$ cat src/rtl/instr_prefetch_buffer.sv
// ----------------------------------------------------------------------------
// instr_prefetch_buffer
//
// Instruction prefetch queue between the IF stage and a single-cycle-latency
// instruction BRAM. It holds up to DEPTH consecutive instruction words that
// start at head_pc. A request that falls inside the queue is served in the same
// cycle. A request outside the queue flushes it and refetches from the new
// address. Sequential reads keep the queue topped up.
//
// Optional feature (compile-time macro):
//   PREFETCH_BYPASS_EN - when defined, the BRAM response for the requested
//                        address is forwarded to instr in its arrival cycle.
//                        This cuts the miss penalty from 2 cycles to 1.
//
// Parameters:
//   DEPTH      - queue entries (power of two, 2..16)
//   IM_ADDR_W  - word-address width of the instruction BRAM
//
// Ports:
//   clock      - sole clock, all state updates on posedge
//   reset      - synchronous, active-high
//   addr       - word address requested by the IF stage
//   instr      - instruction at addr (NOP while stalled)
//   stall      - 1 = instr not available this cycle
//   bram_en    - BRAM read enable
//   bram_addr  - BRAM word address (0 when no read is issued)
//   bram_dout  - BRAM read data, valid one cycle after bram_en
// ----------------------------------------------------------------------------
module instr_prefetch_buffer #(
    parameter int DEPTH     = 4,
    parameter int IM_ADDR_W = 14
) (
    input  logic                 clock,
    input  logic                 reset,
    input  logic [31:0]          addr,
    output logic [31:0]          instr,
    output logic                 stall,
    output logic                 bram_en,
    output logic [IM_ADDR_W-1:0] bram_addr,
    input  logic [31:0]          bram_dout
);

    localparam int          IDX_W = (DEPTH > 1) ? $clog2(DEPTH) : 1;
    localparam int          CNT_W = IDX_W + 1;
    localparam logic [31:0] NOP   = 32'h2100_0000;

    // Circular storage. Entry k of the logical queue lives at head_idx + k.
    logic [31:0]      queue_mem [DEPTH];
    logic [IDX_W-1:0] head_idx_reg, head_idx_next;
    logic [31:0]      head_pc_reg, head_pc_next;
    logic [31:0]      fetch_pc_reg, fetch_pc_next;
    logic [CNT_W-1:0] count_reg, count_next;
    logic             in_flight_reg, in_flight_next;

    logic [31:0]      k;
    logic [31:0]      count_ext;
    logic             hit;
    logic             pending;
    logic             redirect;
    logic             room;
    logic             append;
    logic [IDX_W-1:0] rd_idx;
    logic [IDX_W-1:0] tail_idx;

    always_comb begin
        k         = addr - head_pc_reg;
        count_ext = {{(32 - CNT_W){1'b0}}, count_reg};
        hit       = (k < count_ext);
        // The requested word is the one arriving from the BRAM right now.
        // This is not a redirect: the refill already under way will deliver it.
        pending   = in_flight_reg && (k == count_ext);
        redirect  = !hit && !pending;
        rd_idx    = head_idx_reg + k[IDX_W-1:0];
        // Tail slot is computed from the pre-pop head and count. A pop in the
        // same cycle does not move where the arriving word belongs.
        tail_idx  = head_idx_reg + count_reg[IDX_W-1:0];
        // Reserve a slot for the read already in flight so the queue never
        // overflows.
        room      = (count_reg + {{(CNT_W - 1){1'b0}}, in_flight_reg}) < CNT_W'(DEPTH);
        // A response arriving during a redirect belongs to the old stream.
        append    = in_flight_reg && !redirect;
    end

    // Output side
    always_comb begin
        instr     = NOP;
        stall     = 1'b1;
        bram_en   = 1'b0;
        bram_addr = '0;
        if (!reset) begin
            if (hit) begin
                instr = queue_mem[rd_idx];
                stall = 1'b0;
            end
`ifdef PREFETCH_BYPASS_EN
            else if (pending) begin
                instr = bram_dout;
                stall = 1'b0;
            end
`endif
            if (redirect) begin
                bram_en   = 1'b1;
                bram_addr = addr[IM_ADDR_W-1:0];
            end else if (room) begin
                bram_en   = 1'b1;
                bram_addr = fetch_pc_reg[IM_ADDR_W-1:0];
            end
        end
    end

    // Next-state logic
    always_comb begin
        head_idx_next  = head_idx_reg;
        head_pc_next   = head_pc_reg;
        fetch_pc_next  = fetch_pc_reg;
        count_next     = count_reg;
        in_flight_next = in_flight_reg;
        if (redirect) begin
            head_pc_next   = addr;
            fetch_pc_next  = addr + 32'd1;
            count_next     = '0;
            in_flight_next = 1'b1;
        end else begin
            // Drop entries in front of addr. A simultaneous append adds one.
            head_pc_next   = addr;
            head_idx_next  = rd_idx;
            count_next     = count_reg - k[CNT_W-1:0] + {{(CNT_W - 1){1'b0}}, append};
            in_flight_next = room;
            if (room) begin
                fetch_pc_next = fetch_pc_reg + 32'd1;
            end
        end
    end

    always_ff @(posedge clock) begin
        if (reset) begin
            head_idx_reg  <= '0;
            head_pc_reg   <= '0;
            fetch_pc_reg  <= '0;
            count_reg     <= '0;
            in_flight_reg <= 1'b0;
        end else begin
            head_idx_reg  <= head_idx_next;
            head_pc_reg   <= head_pc_next;
            fetch_pc_reg  <= fetch_pc_next;
            count_reg     <= count_next;
            in_flight_reg <= in_flight_next;
        end
    end

    // Data storage has no reset. Validity is tracked by count_reg alone.
    always_ff @(posedge clock) begin
        if (!reset && append) begin
            queue_mem[tail_idx] <= bram_dout;
        end
    end

endmodule

$ cat config.mk
export PLATFORM = sky130hd
export DESIGN_NAME = instr_prefetch_buffer
export DESIGN_NICKNAME = d
export VERILOG_FILES = /design/src/rtl/instr_prefetch_buffer.sv
export SDC_FILE = /design/constraint.sdc
export NUM_CORES = 1
export LEC_CHECK = 0
export BUFFER_PORTS_ARGS = -buffer_cell sky130_fd_sc_hd__buf_2
export CAP_MARGIN = 20
export CORE_MARGIN = 2
export CORE_UTILIZATION = 50
export DETAILED_ROUTE_END_ITERATION = 12
export PLACE_DENSITY = 0.7
export REMOVE_ABC_BUFFERS = 1
export SLEW_MARGIN = 15
export SYNTH_ARGS = -nofsm -noshare
export SYNTH_HDL_FRONTEND = slang
export SYNTH_SLANG_ARGS = --single-unit
$ cat constraint.sdc
create_clock -name clock -period 12.1 [get_ports clock]
set_input_delay 2.42 -clock clock [delete_from_list [all_inputs] [get_ports clock]]
set_output_delay 2.42 -clock clock [all_outputs]
set_load 0.05 [all_outputs]
Word-level counts from Yosys, hierarchy flattened

Memories as Yosys holds them, arrays and structs flattened.
Cells that the tools add are included.

Flip-flop bits (word level): 70
Memory bits (writable): 128
Input port bits: 66
Output and inout bits: 48
Word-level logic and storage cells: 42
Memories: 1

Add/sub/neg operators: 8
Order comparisons: 2
Eq/ne operators: 1
Mux-type cells: 15
Reduce and logical (&&, ||, !) cells: 10

Memories:

| memory    | depth | bits a word | read ports | clocked after Yosys merged registers in | write ports | line | RTL |
|---|---|---|---|---|---|---|---|
| queue_mem | 4     | 32          | 1          | 0                                       | 1           | 48   | `logic [31:0] queue_mem [DEPTH];` |

Operator list:

| operator                                                        | number |
|---|---|
| 32-bit 2-to-1 mux                                               | 4 |
| 32-bit by 1-bit adder with 32-bit output, second input constant | 2 |
| 14-bit 2-to-1 mux                                               | 3 |
| 32-bit by 3-bit == test with 1-bit output                       | 1 |
| 32-bit by 3-bit less-than comparator with 1-bit output          | 1 |
| 32-bit subtractor                                               | 1 |
| 1-bit 2-to-1 mux                                                | 8 |
| 3-bit by 1-bit adder with 3-bit output                          | 2 |
| 2-bit adder                                                     | 2 |
| 1-bit logical AND                                               | 4 |
| 1-bit zero test                                                 | 4 |
| 3-bit less-than comparator, second input constant               | 1 |
| 3-bit subtractor                                                | 1 |
| 2-bit nonzero test                                              | 1 |
| 2-bit OR reduction                                              | 1 |

Logic depth before layout (Yosys ltp)

Gate-level depths: netlist of the first run.

Depth in word-level cells: 10
Gate-level depth with buffers: 22
Mapped depth without buffers: 20

Least setup slack after synthesis of the first run

Ideal clock, no wire load.

Kind: in2reg
Start point: in addr[0]
End point: mem queue_mem[0][0], enable pin
Arrival time: 8.323 ns
Required time: 11.598 ns
Slack: 3.275 ns
Stages: 13
Buffers on the path: 1
Cells stage by stage: inv_1 ha_1 fa_1 and2b_1 o2111ai_2 a211oi_2 o21ba_1 xor2_1 or4_1 nor4_1 nand4_1 buf_2 nor4_1

Word-level cells in the longest chain between the ends: 10

RTL lines:

| element                                                                                                        | line | RTL |
|---|---|---|
| start: declaration                                                                                             | 35   | `input logic [31:0] addr,` |
| 32-bit subtractor *                                                                                            | 66   | `k = addr - head_pc_reg;` |
| parallel branches: the longest is 3 deep, another holds 32-bit by 3-bit less-than comparator with 1-bit output | n/a  |  |
| 1-bit logical AND *                                                                                            | 72   | `redirect = !hit && !pending;` |
| 1-bit zero test *                                                                                              | 81   | `append = in_flight_reg && !redirect;` |
| 1-bit logical AND *                                                                                            | 81   |  |
| 1-bit logical AND *                                                                                            | 153  | `if (!reset && append) begin` |
| 1-bit 2-to-1 mux *                                                                                             | 153  |  |
| 1-bit 2-to-1 mux (implied by the code) *                                                                       | 154  | `queue_mem[tail_idx] <= bram_dout;` |
| end: declaration                                                                                               | 48   |  |

Every way passes the cells marked *.

Final worst setup path of the first run

Start point: in addr[0]
End point: out bram_addr[6]

Word-level cells in the longest chain between the ends: 7

RTL lines:

| element                                                                                                        | line | RTL |
|---|---|---|
| 32-bit subtractor *                                                                                            | 66   |  |
| parallel branches: the longest is 3 deep, another holds 32-bit by 3-bit less-than comparator with 1-bit output | n/a  |  |
| 1-bit logical AND *                                                                                            | 72   |  |
| 14-bit 2-to-1 mux *                                                                                            | 101  | `if (redirect) begin` |
| 14-bit 2-to-1 mux *                                                                                            | 90   | `if (!reset) begin` |
| end: declaration                                                                                               | 39   | `output logic [IM_ADDR_W-1:0] bram_addr,` |

Marks and branches as above.

==> results.txt, run 1 <==
- Outcome: finished clean
- The total overflow left after global routing is 0.
- Clock Root Buffer: clkbuf_16
- The first global-routing pass estimated 34700 um of wire.
- Length of the first detailed-routing pass in iterations: 5
- Leaving out fill and tap cells, the most frequent cells in the layout are edfxtp_1, buf_2, nand2_1, inv_1, nor2_1.
- Derived from the worst setup path, the maximum achievable clock frequency is 0.108 GHz.
* Pwr per Cell Area: 129 mW/mm^2
* Area grow syn2layout: 13.8%
- Total leakage power: ~4.3 nW
* Hold Fails Final Rpt: 0
- Most used flip-flop cell after synthesis: edfxtp_1
* Post-synthesis sequential element count: 180
- For the final routed database, the setup TNS stands at 0 ns.
* Syn_area_per_cell: 11.6 um^2
- Share of synthesized area occupied by flip-flops and latches: 48.1%
* Boundary Pins: 114
- Total buffers and inverters traversed by the critical path: 4
* Initial Util: 50.5%
- The endpoint identified for the worst register-to-register timing path is fetch_pc_reg[8].
- Sequential group share of total power: 45.3%
- Subtracting the final worst setup slack from the clock period gives 9.26 ns.
- Die Span X: 146 um
* Fraction of registers with async set/reset: 0%
- HP Start: head_idx_reg[0]
- The congestion estimate from routability-driven global placement came to slightly above 0.9.
- Of the cells placed in the final design, the portion with a size suffix greater than 1 is 26.4%.
* First-iteration detailed-routing DRC count: 412
* Final HPWL DP: 15000 um
- Counting cells, the worst reg-to-reg path comes to 18.
- The number of antenna diodes in the final layout is 0.
* Clock-pin slew reported for the worst setup and hold paths after clock tree synthesis: 0.07 ns
* Launching element type of the critical path: primary input
* Number of global-route vias before repair: 6950
- Count of antenna-violating nets left after detailed routing: 0
* Post-route total power: 1.48 mW
* Dpl cell area: approximately 0.011 mm^2
- Final Core Density: 57.4%
- Number of enable-type register cells in the synthesized netlist: 128
* Total of max-cap violations: 0
- Type of element capturing the critical path: output pin
- Area of the die: 0.0214 mm^2
- Switching component of the power: around 430 uW
* Largest voltage drop on the vdd net: 99.6 uV
- The path with the worst hold slack has its endpoint at head_idx_reg[0].
* Total clock buffers created by CTS: 17
- Number of different library cells in the post-synthesis netlist: 76
* Most common cell after layout, fill and taps aside: edfxtp_1
- Among all stages on the critical path, the largest delay is contributed by a2111oi_1.
- The finished cells cover 0.0115 mm^2.
* Signal arrival time at the worst endpoint: 6.84 ns
* CTS Hold Buffers Added: 0
- Slew Limit Headroom: approximately 32%
* Routed vias: 7101
- Global routing consumed, over all layers together, around a fifth of the routing resources.
* Post-layout net count: between 1000 and 1500
- The core region is roughly 0.020 mm^2.
* H-Tree Level Count: 4
- Number of standard-cell rows in the floorplan: 52
- In this design, the largest share of critical-path delay is due to compound AO/OA/AOI/OAI gates.
- Worst setup path category: primary input to output pin
- For the worst-skew pair, the clock arrives at the later sink with an insertion delay of between 0.4 and 0.5 ns.
- Setup violation total in the final timing report: 0
- Critical Path Fanout Max: 23
- The synthesized netlist occupies a cell area of around 0.01 mm^2.
- Slew of the pin with the lowest slew margin: between 1 and 1.5 ns
- Walking the worst path, the cells encountered are buf_2 -> inv_1 -> ha_1 -> fa_1 -> and2b_1 -> o2111ai_2 -> a211oi_2 -> o21ba_1 -> o21ai_0 -> mux2i_1 -> a2111oi_1 -> and4_2 -> buf_4 -> mux2i_1 -> buf_2.
- Buffers inserted by post-CTS timing repair: 0
- The final max-slew violation count is 0.
- Counting instances, the worst hold path has a depth of 2.
* Critical path data required time: between 9 and 10 ns
- Clock network fraction of design power: a little under two fifths
* Reg2reg start: head_pc_reg[17]
* Reg-to-reg slack, setup: 6.39 ns
- Post-route clock skew: 0.0124 ns
- DR WL/cell: 17.0 um
- Gates resized during post-CTS repair numbered 0.
* TritonCTS clock tree: done
- Wires add up to 21500 um.
- After detailed routing, the number of remaining DRC violations is 0.
- Number of port buffers: around 110
- Maximum number of pins on one net before global-route repair: 47
- The register with the most flip-flops in the layout has roughly 130 of them.
- CTS saw 180 sinks.
* Fraction of the cycle the final worst path needs: 76.5%
* Design internal power: 1.06 mW
- Part of the total power dissipated in combinational logic: between 10% and 20%
- In this run the worst hold path is classified as flip-flop to flip-flop.
- The Yosys step of the flow raised 0 warnings.
- Maximum buffer depth of the clock tree: 2
- Setup repair after global routing left no endpoint under its margin.
- The critical path crosses 15 cells after its start point.
- Synthesized instance count: 877
- Switching Fraction: 28.9%
* DR vias/cell: 5.62
- In this design, the stage delay of the slowest critical-path cell is 0.57 ns.
- Initial antenna violation count: 0
- The die is 146 um tall.
## through the flow
step	setup slack [ns]	hold WS (ns)	instances
after floorplan	1.87	0.456	840
after global placement	2.95	0.492	1232
after detailed placement	2.90	0.495	1232
after CTS	2.86	0.509	1264
after global routing	2.55	0.528	1264
final	2.84	0.502	1264
## worst reg2reg max path: cells and delay by family, from the launching register on
family	cells	cell delay, ns
AND/OR/NAND/NOR	6	2.14
AO/OA/AOI/OAI	5	1.49
adder cells (fa/ha/maj)	2	0.61
buffers and inverters	2	0.49
multiplexers	2	0.41
flip-flops	1	0.31
XOR/XNOR	1	0.22
## cell usage after synthesis, types with 7 or more instances
master,number,area share (%)
edfxtp_1,128,38
nand2_1,80,3.0
inv_1,63,2.3
nor2_1,54,2.0
dfxtp_1,52,10
ha_1,40,4.9
a21oi_1,37,1.8
mux4_2,32,7.1
o21ai_0,31,1.5
nor3b_2,30,3.7
xor2_1,26,2.2
clkbuf_1,22,0.81
mux2i_1,22,2.2
nor2b_1,21,1.3
nand4_1,17,1.0
nand3_1,16,0.79
nor3_1,16,0.79
xnor2_1,16,1.4
mux2_4,14,2.1
nor4_1,11,0.68
o21a_1,10,0.74
or3_1,10,0.62
and2_1,9,0.55
and3_1,8,0.49
or2_2,7,0.43
## power by group through the flow
stage / sequential [mW] / combinational, mW / clock [mW]
floorplan: 0.685 / 0.185 / 0
global placement: 0.686 / 0.249 / 0
detailed placement: 0.686 / 0.250 / 0
CTS: 0.672 / 0.252 / 0.571
global route: 0.673 / 0.278 / 0.592
finish: 0.672 / 0.252 / 0.560
## metal layers
layer	routed length [um]	share of wire, %	global-route usage, %
met1	9430	44	26.2
met2	10600	49	35.9
met3	1070	5.0	3.13
met4	355	1.7	6.84
met5	0	0	0
## how the worst max path moves through the flow
stage / startpoint / endpoint / slack (ns)
2_1_floorplan: addr[0] / queue_mem[0][0] / 1.87
3_3_place_gp: addr[0] / bram_addr[0] / 2.95
3_5_place_dp: addr[0] / bram_addr[10] / 2.90
4_1_cts: addr[0] / bram_addr[10] / 2.86
5_1_grt: addr[0] / bram_addr[7] / 2.55
6_report: addr[0] / bram_addr[6] / 2.84
## layout make-up
type	count	area, um^2
Sequential cell	180	4880
Multi-Input combinational cell	596	4840
Inverter	64	240
Fill cell	1686	8560
Timing Repair Buffer	122	633
Clock buffer	17	425
Tap cell	270	338
Clock inverter	15	186
## logic make-up (layout without fill, tap and decap cells)
| kind of cell | after synthesis | count (layout) | share of synthesized area [%] |
|---|---|---|---|
| AND/OR/NAND/NOR | 304 | 304 | 17.5 |
| flip-flops | 180 | 180 | 48.1 |
| AO/OA/AOI/OAI | 137 | 137 | 9.16 |
| buffers and inverters | 101 | 218 | 4.55 |
| multiplexers | 71 | 71 | 11.7 |
| adder cells (fa/ha/maj) | 42 | 42 | 5.33 |
| XOR/XNOR | 42 | 42 | 3.63 |
Note: power is estimated with default switching activity, not from simulation.
==> inputs of run 2 (changes only) <==
--- a/config.mk
+++ b/config.mk
@@ -5,6 +5,7 @@
 export SDC_FILE = /design/constraint.sdc
 export NUM_CORES = 1
 export LEC_CHECK = 0
+export ABC_AREA = 1
 export BUFFER_PORTS_ARGS = -buffer_cell sky130_fd_sc_hd__buf_2
 export CAP_MARGIN = 20
 export CORE_MARGIN = 2
==> constraint.sdc (replaced) <==
create_clock -name clock -period 9.1 [get_ports clock]
set_input_delay 1.82 -clock clock [delete_from_list [all_inputs] [get_ports clock]]
set_output_delay 1.82 -clock clock [all_outputs]
set_load 0.05 [all_outputs]
==> run 2 against run 1 <==
Compared with the run above: combinational power grew 51%; synthesized cell count grew 57%; synthesized area increased by 4.7%; register-to-register slack got worse by 2.0 ns; cell area grew 5.1%; die area grew 4.6%; critical path depth is 4 higher; core utilization grew 0.49 points; power is 34% higher; final cell count grew 41%; highest routed layer unchanged.
==> results.txt, run 2 <==
- Area grow syn2layout: 14.2%
- Area taken by flip-flops and latches: 0.00488 mm^2
- Clock period minus final worst setup slack: 7.49 ns
- Counting instances in the post-synthesis netlist gives the leading cell types as nand2_1, inv_1, nor2_1, edfxtp_1, nand3_1.
- Buffers inserted by post-CTS timing repair: 0
* Slew of the pin with the lowest slew margin: 0.900 ns
* H-Tree Level Count: 4
- The total count of hold-check failures in the final report is 0.
* Largest voltage drop on the vdd net: 125 uV
- CTS Hold Buffers Added: 0
- Across the routed clock network, the largest skew measured is about 0.016 ns.
- Outcome: finished clean
- For this design the ratio of total power to cell area is 164 mW/mm^2.
* Initial antenna violation count: 0
- After filler insertion, the fill cell instance count of the layout stands at 1952.
- Design internal power: about 1.4 mW
- Share of post-route cells with drive strength above 1: 16.6%
* Latest clock arrival within the worst-skew pair: 0.44 ns
- Critical path data required time: around 7.3 ns
- DR WL/cell: 14.0 um
* Flip-flop count of the largest register after layout: 128
* Post-synthesis sequential element count: 180
* Minimum hold slack: between 0.4 and 0.5 ns
- Clock tree synthesis inserted a total of 17 buffers.
- Net switching is 31.0% of the power.
- The library cell used most frequently in the layout, excluding fill and tap cells, is nand2_1.
- Among all cell types in the netlist, the one instantiated most often is nand2_1.
* Initial Util: about half
- After synthesis, the largest area contributor takes up 36.2% of total cell area.
- Final routed DRC violation total: 0
- Pin placement for this block handled 114 I/O pins.
* Area of the die: around 0.022 mm^2
- Synthesized instance count: 1381
- Critical Path Fanout Max: 17
* Maximum number of pins on one net before global-route repair: 65
- In this run the static leakage power is 5.90 nW.
- Global routing finished with a remaining overflow of 0.
* Type of the worst min-delay path: flip-flop to flip-flop
- TritonCTS built the clock tree.
- Most used flip-flop cell after synthesis: edfxtp_1
* Std-Cell Core Area: 0.0210 mm^2
- Post-detailed-routing wire length: 24800 um
- Post-CTS repair changed the size of 0 cells.
- Number of clock sinks: 180
- Yosys attributes the largest share of cell area to edfxtp_1, nand2_1, dfxtp_1.
* First-pass GRT wire length: 40000 um
* Setup TNS: 0 ns
* Number of enable-type register cells in the synthesized netlist: 128
- Clock network fraction of design power: 36.3%
* Number of global-route vias before repair: 8292
* Slew Limit Headroom: 39.7%
- Global routing consumed, over all layers together, 22.8% of the routing resources.
- Max-slew violation count: 0
- Summing all multi-input logic gate instances after layout gives 0.00473 mm^2.
- For this block, the initial DRC count from the detailed router was 655.
- Maximum achievable frequency: 0.134 GHz
* Final instance area: ~0.012 mm^2
- The synthesized netlist contains 46 unique library cells.
- The die is 150 um wide.
* Height of the die: 150 um
- After legalization and detailed placement, the total HPWL measured 18000 um.
* Fraction of the cycle the final worst path needs: roughly 82%
- Sequential elements use 46.0% of the synthesized area.
- Clock Root Buffer: clkbuf_16
* Setup repair after global routing missed its margin: false
* Setup violation total in the final timing report: 0
- Area of the mapped netlist: 0.0106 mm^2
- Routed vias: 9000
- The worst setup path is of the primary input to output pin kind.
* Sequential group share of total power: 44.7%
- During placement, the flow inserted port buffers numbering 113.
- The congestion estimate from routability-driven global placement came to about 1.
* Commonest cells after routing, fill and taps aside: nand2_1, inv_1, nor2_1, edfxtp_1, buf_2
- After synthesis, the share of flip-flops with an asynchronous set or reset is 0%.
- Switching component of the power: slightly above 600 uW
- STA classifies the critical path startpoint as a primary input.
- Warnings from Yosys: 0
- Clock-pin slew reported for the worst setup and hold paths after clock tree synthesis: roughly 0.070 ns
- Maximum buffer depth of the clock tree: 2
- Reg-to-reg slack, setup: between 4 and 5 ns
- Using the TritonRoute via totals, the vias-per-cell ratio works out to 5.06.
- Post-synth top area cell: edfxtp_1
- Per report_power, the combinational group accounts for around a fifth of the total.
* Length of the first detailed-routing pass in iterations: 5
- The detail route stage leaves a number of antenna-violating nets equal to 0.
* Post-layout net count: around 1600
* Type of element capturing the critical path: output pin
- Averaged over all synthesized cells, the footprint is 7.69 um^2.
* Number of standard-cell rows in the floorplan: 53
- Signal arrival time at the worst endpoint: 5.67 ns
- Once placement finished, the instance area stood at 0.0115 mm^2.
- Max-cap violations in this run came to 0.
run 2: layout make-up:
class	instances	area share, %
clock inverter	15	1.33
timing repair buffer	123	5.55
multi-input combinational	925	39.0
antenna	2	0.0412
sequential	180	40.3
clock buffer	17	3.51
tap	275	2.84
inverter	242	7.49
run 2: cell families (layout without fill, tap and decap cells):
logic type | after synthesis | count (layout) | share of synthesized area, %
other | 0 | 2 | 0
DFF | 180 | 180 | 46.0
AOI/OAI and AO/OA | 88 | 88 | 5.86
xor gates and xnor gates | 14 | 14 | 1.15
adders and majority gates | 42 | 42 | 5.09
muxes | 1 | 1 | 0.0942
buffers and inverters | 276 | 397 | 9.88
and+or+nand+nor | 780 | 780 | 32.0
run 2: path summary, 6_finish.rpt:
kind                                       from          endpoint  cells after the start
worst max-delay path                    addr[0]      bram_addr[1]                     19
worst min-delay path            head_idx_reg[1]   head_idx_reg[1]                      2
worst max register to register   head_pc_reg[0]  queue_mem[2][29]                     16
worst min register to register  head_idx_reg[1]   head_idx_reg[1]                      2
run 2: power groups by stage:
| stage | logic [mW] | clock network, mW | registers [mW] |
|---|---|---|---|
| 2_1_floorplan | 0.271 | 0 | 0.909 |
| 3_3_place_gp | 0.367 | 0 | 0.909 |
| 3_5_place_dp | 0.372 | 0 | 0.909 |
| 4_1_cts | 0.374 | 0.736 | 0.891 |
| 5_1_grt | 0.429 | 0.776 | 0.892 |
| 6_report | 0.380 | 0.724 | 0.891 |
run 2: worst max-delay path: stages:
cell and delay [ns]:
buf_2 0.09, inv_1 0.05, ha_1 0.22, fa_1 0.56
inv_1 0.06, ha_1 0.33, inv_1 0.07, nor2_1 0.03
o21ai_0 0.15, nand3b_1 0.15, o21ai_0 0.14, nand2_1 0.13
nor2_4 0.39, nand4_4 0.38, nor2_4 0.26, inv_1 0.16
nand2_2 0.32, a21oi_1 0.09, buf_2 0.23
run 2: metal layers:
layer	global-route usage, %	up-vias	part of all wire, %
li1	-	4596	-
met1	29.3	4114	44
met2	39.3	246	48
met3	4.09	44	5.7
met4	7.08	0	2.3
met5	0	-	0
run 2: through the flow:
| stage | instances | total power, mW | util (%) | setup slack, ns |
|---|---|---|---|---|
| after detailed placement | 1744 | 1.28 | 55.0 | 1.71 |
| after CTS | 1776 | 2.00 | 57.8 | 1.65 |
| after global placement | 1743 | 1.28 | 54.9 | 1.69 |
| final | 1779 | 1.99 | 57.9 | 1.61 |
| after global routing | 1777 | 2.10 | 57.9 | 1.23 |
| after floorplan | 1347 | 1.18 | - | 0.789 |
==> inputs of run 3 (changes only) <==
--- a/config.mk
+++ b/config.mk
@@ -5,13 +5,13 @@
 export SDC_FILE = /design/constraint.sdc
 export NUM_CORES = 1
 export LEC_CHECK = 0
-export ABC_AREA = 1
+export ABC_AREA = 0
 export BUFFER_PORTS_ARGS = -buffer_cell sky130_fd_sc_hd__buf_2
 export CAP_MARGIN = 20
 export CORE_MARGIN = 2
 export CORE_UTILIZATION = 50
 export DETAILED_ROUTE_END_ITERATION = 12
-export PLACE_DENSITY = 0.7
+export PLACE_DENSITY = 0.73
 export REMOVE_ABC_BUFFERS = 1
 export SLEW_MARGIN = 15
 export SYNTH_ARGS = -nofsm -noshare
==> constraint.sdc (replaced) <==
create_clock -name clock -period 6 [get_ports clock]
set_input_delay 1.2 -clock clock [delete_from_list [all_inputs] [get_ports clock]]
set_output_delay 1.2 -clock clock [all_outputs]
set_load 0.05 [all_outputs]
==> run 3 against run 2 <==
Compared with the run above: final cell count shrank 25%; clock power grew 59%; critical path depth shrank 3.
==> results.txt, run 3 (synthesis results as in run 1) <==
- The final critical path takes up 98.5% of the cycle.
- For this run, the post-layout net count is 1165.
- After layout, the minimum clock period comes to around 5.9 ns.
- Gp weighted congestion: roughly 0.9
- Prior to clock tree synthesis, the placed netlist has a worst setup slack of -0.101 ns.
- The clock arrives with between 0.01 and 0.015 ns of skew.
- The H-tree was split into 4 levels.
- The repair_antennas step left the layout with diodes totalling 0.
* Final routed DRC violation total: 0
- Total of max-cap violations: 0
* Final instance area: ~0.013 mm^2
- Worst setup path category: primary input to output pin
- Number of port buffers: 113
- Clock latency on the worst-skew pair, taken at its later pin, is 0.45 ns.
- Number of global-route vias before repair: 7340
- Count of antenna-violating nets left after detailed routing: 0
- For this run, the detailed router's first-pass iteration total came to 5.
- Type of element capturing the critical path: output pin
* Hold Fails Final Rpt: 0
- Area grow syn2layout: 24.1%
- Maximum achievable frequency: between 0.15 and 0.2 GHz
* DR WL/cell: 17.7 um
- Counting every sink on the clock net gives 180.
* Routed vias: approximately 7500
- Once placement completed, the tool counted placed cells totaling 1297.
- Maximum number of pins on one net before global-route repair: 46
* Total leakage power: approximately 4.8 nW
- Clock tree synthesis inserted a total of 17 buffers.
- Of the cells placed in the final design, the portion with a size suffix greater than 1 is approximately 33%.
- Summing internal, switching and leakage power gives 3.11 mW.
- Row generation in the floorplan step produced 52 rows.
* Die Span X: around 150 um
- Post-detailed-routing wire length: 23700 um
* Sequential group share of total power: 43.5%
* Switching Fraction: between 20 and 30%
* Initial antenna violation count: 0
* Slew of the pin with the lowest slew margin: 0.880 ns
* Launching element type of the critical path: primary input
- TritonCTS clock tree: done
- Type of the worst min-delay path: flip-flop to flip-flop
* Outcome: finished clean
* Clock network fraction of design power: 37.0%
* Most common cell after layout, fill and taps aside: edfxtp_1
- Total global routing track utilization: 21.6%
- Largest voltage drop on the vdd net: about 230 uV
- Reg2reg start: head_pc_reg[1]
* Final Core Density: 62.6%
* Setup violation total in the final timing report: 0
- The total area inside the core boundary comes to 0.0201 mm^2.
- Part of the total power dissipated in combinational logic: 19.4%
- Setup slack on the critical path of the routed design comes to 0.0906 ns.
* HP Start: head_idx_reg[0]
* Critical path data required time: 4.80 ns
- Boundary Pins: 114
- First-pass GRT wire length: 36700 um
- In this run the worst setup path begins at addr[0].
- Max-slew violation count: 0
- Commonest cells after routing, fill and taps aside: edfxtp_1, buf_4, buf_2, nand2_1, inv_1
- Power spread over the standard cell area amounts to 247 mW/mm^2.
- Signal arrival time at the worst endpoint: 4.71 ns
* Design internal power: 2.20 mW
- In the routed layout, each cell is associated on average with a via count of 5.63.
* Final HPWL DP: ~16000 um
- After global routing the overflow that remains totals 0.
* Reg-to-reg slack, setup: 1.00 ns
- The tree is rooted in a clkbuf_16.
- The register with the most flip-flops in the layout has 128 of them.
* Initial Util: approximately half
- Slew Limit Headroom: 41.1%
- In this run the power spent charging and discharging nets is 915 uW.
- Maximum buffer depth of the clock tree: 2
- After the first detailed-routing iteration, the DRC count stood at between 500 and 600.
- Non-filler instance count after layout: 1340
- Measured along the y axis, the die boundary spans 146 um.
- Clock-pin slew reported for the worst setup and hold paths after clock tree synthesis: 0.08 ns
- Dpl cell area: 0.0116 mm^2
- Critical Path Fanout Max: 10
- Area of the die: 0.0214 mm^2
## run 3: changes by cell type in the layout (fill, tap and decap cells not counted), moves of 19 or more
cell | previous run | this run
a311oi_1 | 30 | 0
buf_4 | 8 | 85
mux4_2 | 0 | 32
inv_1 | 224 | 63
nand2_2 | 28 | 0
nand2_1 | 464 | 80
mux2i_1 | 1 | 20
nor2_1 | 149 | 54
nor2b_1 | 0 | 21
nand3_1 | 54 | 16
buf_2 | 113 | 82
nor3b_2 | 0 | 31
o21ai_0 | 11 | 30
## run 3: critical path, cell delays in order
cell	delay [ns]
buf_2	0.09
inv_1	0.04
ha_1	0.22
fa_2	0.35
and2b_2	0.25
o2111ai_4	0.14
a211oi_4	0.39
o21ba_4	0.20
xor2_1	0.08
or4_4	0.56
nor4_4	0.17
nand4_1	0.16
buf_6	0.19
buf_12	0.16
or2_2	0.30
buf_4	0.19
## run 3: layout make-up
type | instances | area [um^2]
clock buffer | 17 | 425
clock inverter | 15 | 216
fill | 1553 | 7510
inverter | 64 | 240
multi-input combinational | 596 | 4990
sequential | 180 | 4880
tap | 270 | 338
timing repair buffer | 198 | 1500
## run 3: stage by stage
stage	TNS [ns]	hold WS (ns)
4_1_cts	0	0.512
6_report	0	0.509
3_5_place_dp	-3.06	0.500
3_3_place_gp	-0.964	0.493
5_1_grt	-0.0679	0.534
2_1_floorplan	-443.06	0.456
## run 3: repair_timing
action | 4_1_cts | 5_1_grt
endpoints found under the hold margin | 0 | 0
setup buffers | 0 | 8
pin swaps | 1 | 14
resized for setup | 25 | 47
hold buffers | 0 | 0
endpoints found under the setup margin | 46 | 47
cloned | 0 | 3
## run 3: power groups by stage
stage / clock [mW] / sequential (mW) / combinational, mW
2_1_floorplan: 0 / 1.38 / 0.373
3_3_place_gp: 0 / 1.38 / 0.558
3_5_place_dp: 0 / 1.38 / 0.564
4_1_cts: 1.16 / 1.36 / 0.577
5_1_grt: 1.21 / 1.36 / 0.661
6_report: 1.15 / 1.36 / 0.605
## run 3: final timing paths
check                          to  depth (start not counted)
hold / removal    head_idx_reg[0]                          2
setup / recovery            stall                         16
hold reg to reg   head_idx_reg[0]                          2
setup reg to reg  fetch_pc_reg[6]                         20
## run 3: layer usage
| metal | global-route usage, % | up-vias | wire length [um] |
|---|---|---|---|
| met4 | 6.89 | 0 | 348 |
| met5 | 0 | - | 0 |
| li1 | - | 3616 | - |
| met2 | 38.7 | 206 | 12000 |
| met1 | 27.2 | 3701 | 10300 |
| met3 | 3.03 | 26 | 990 |
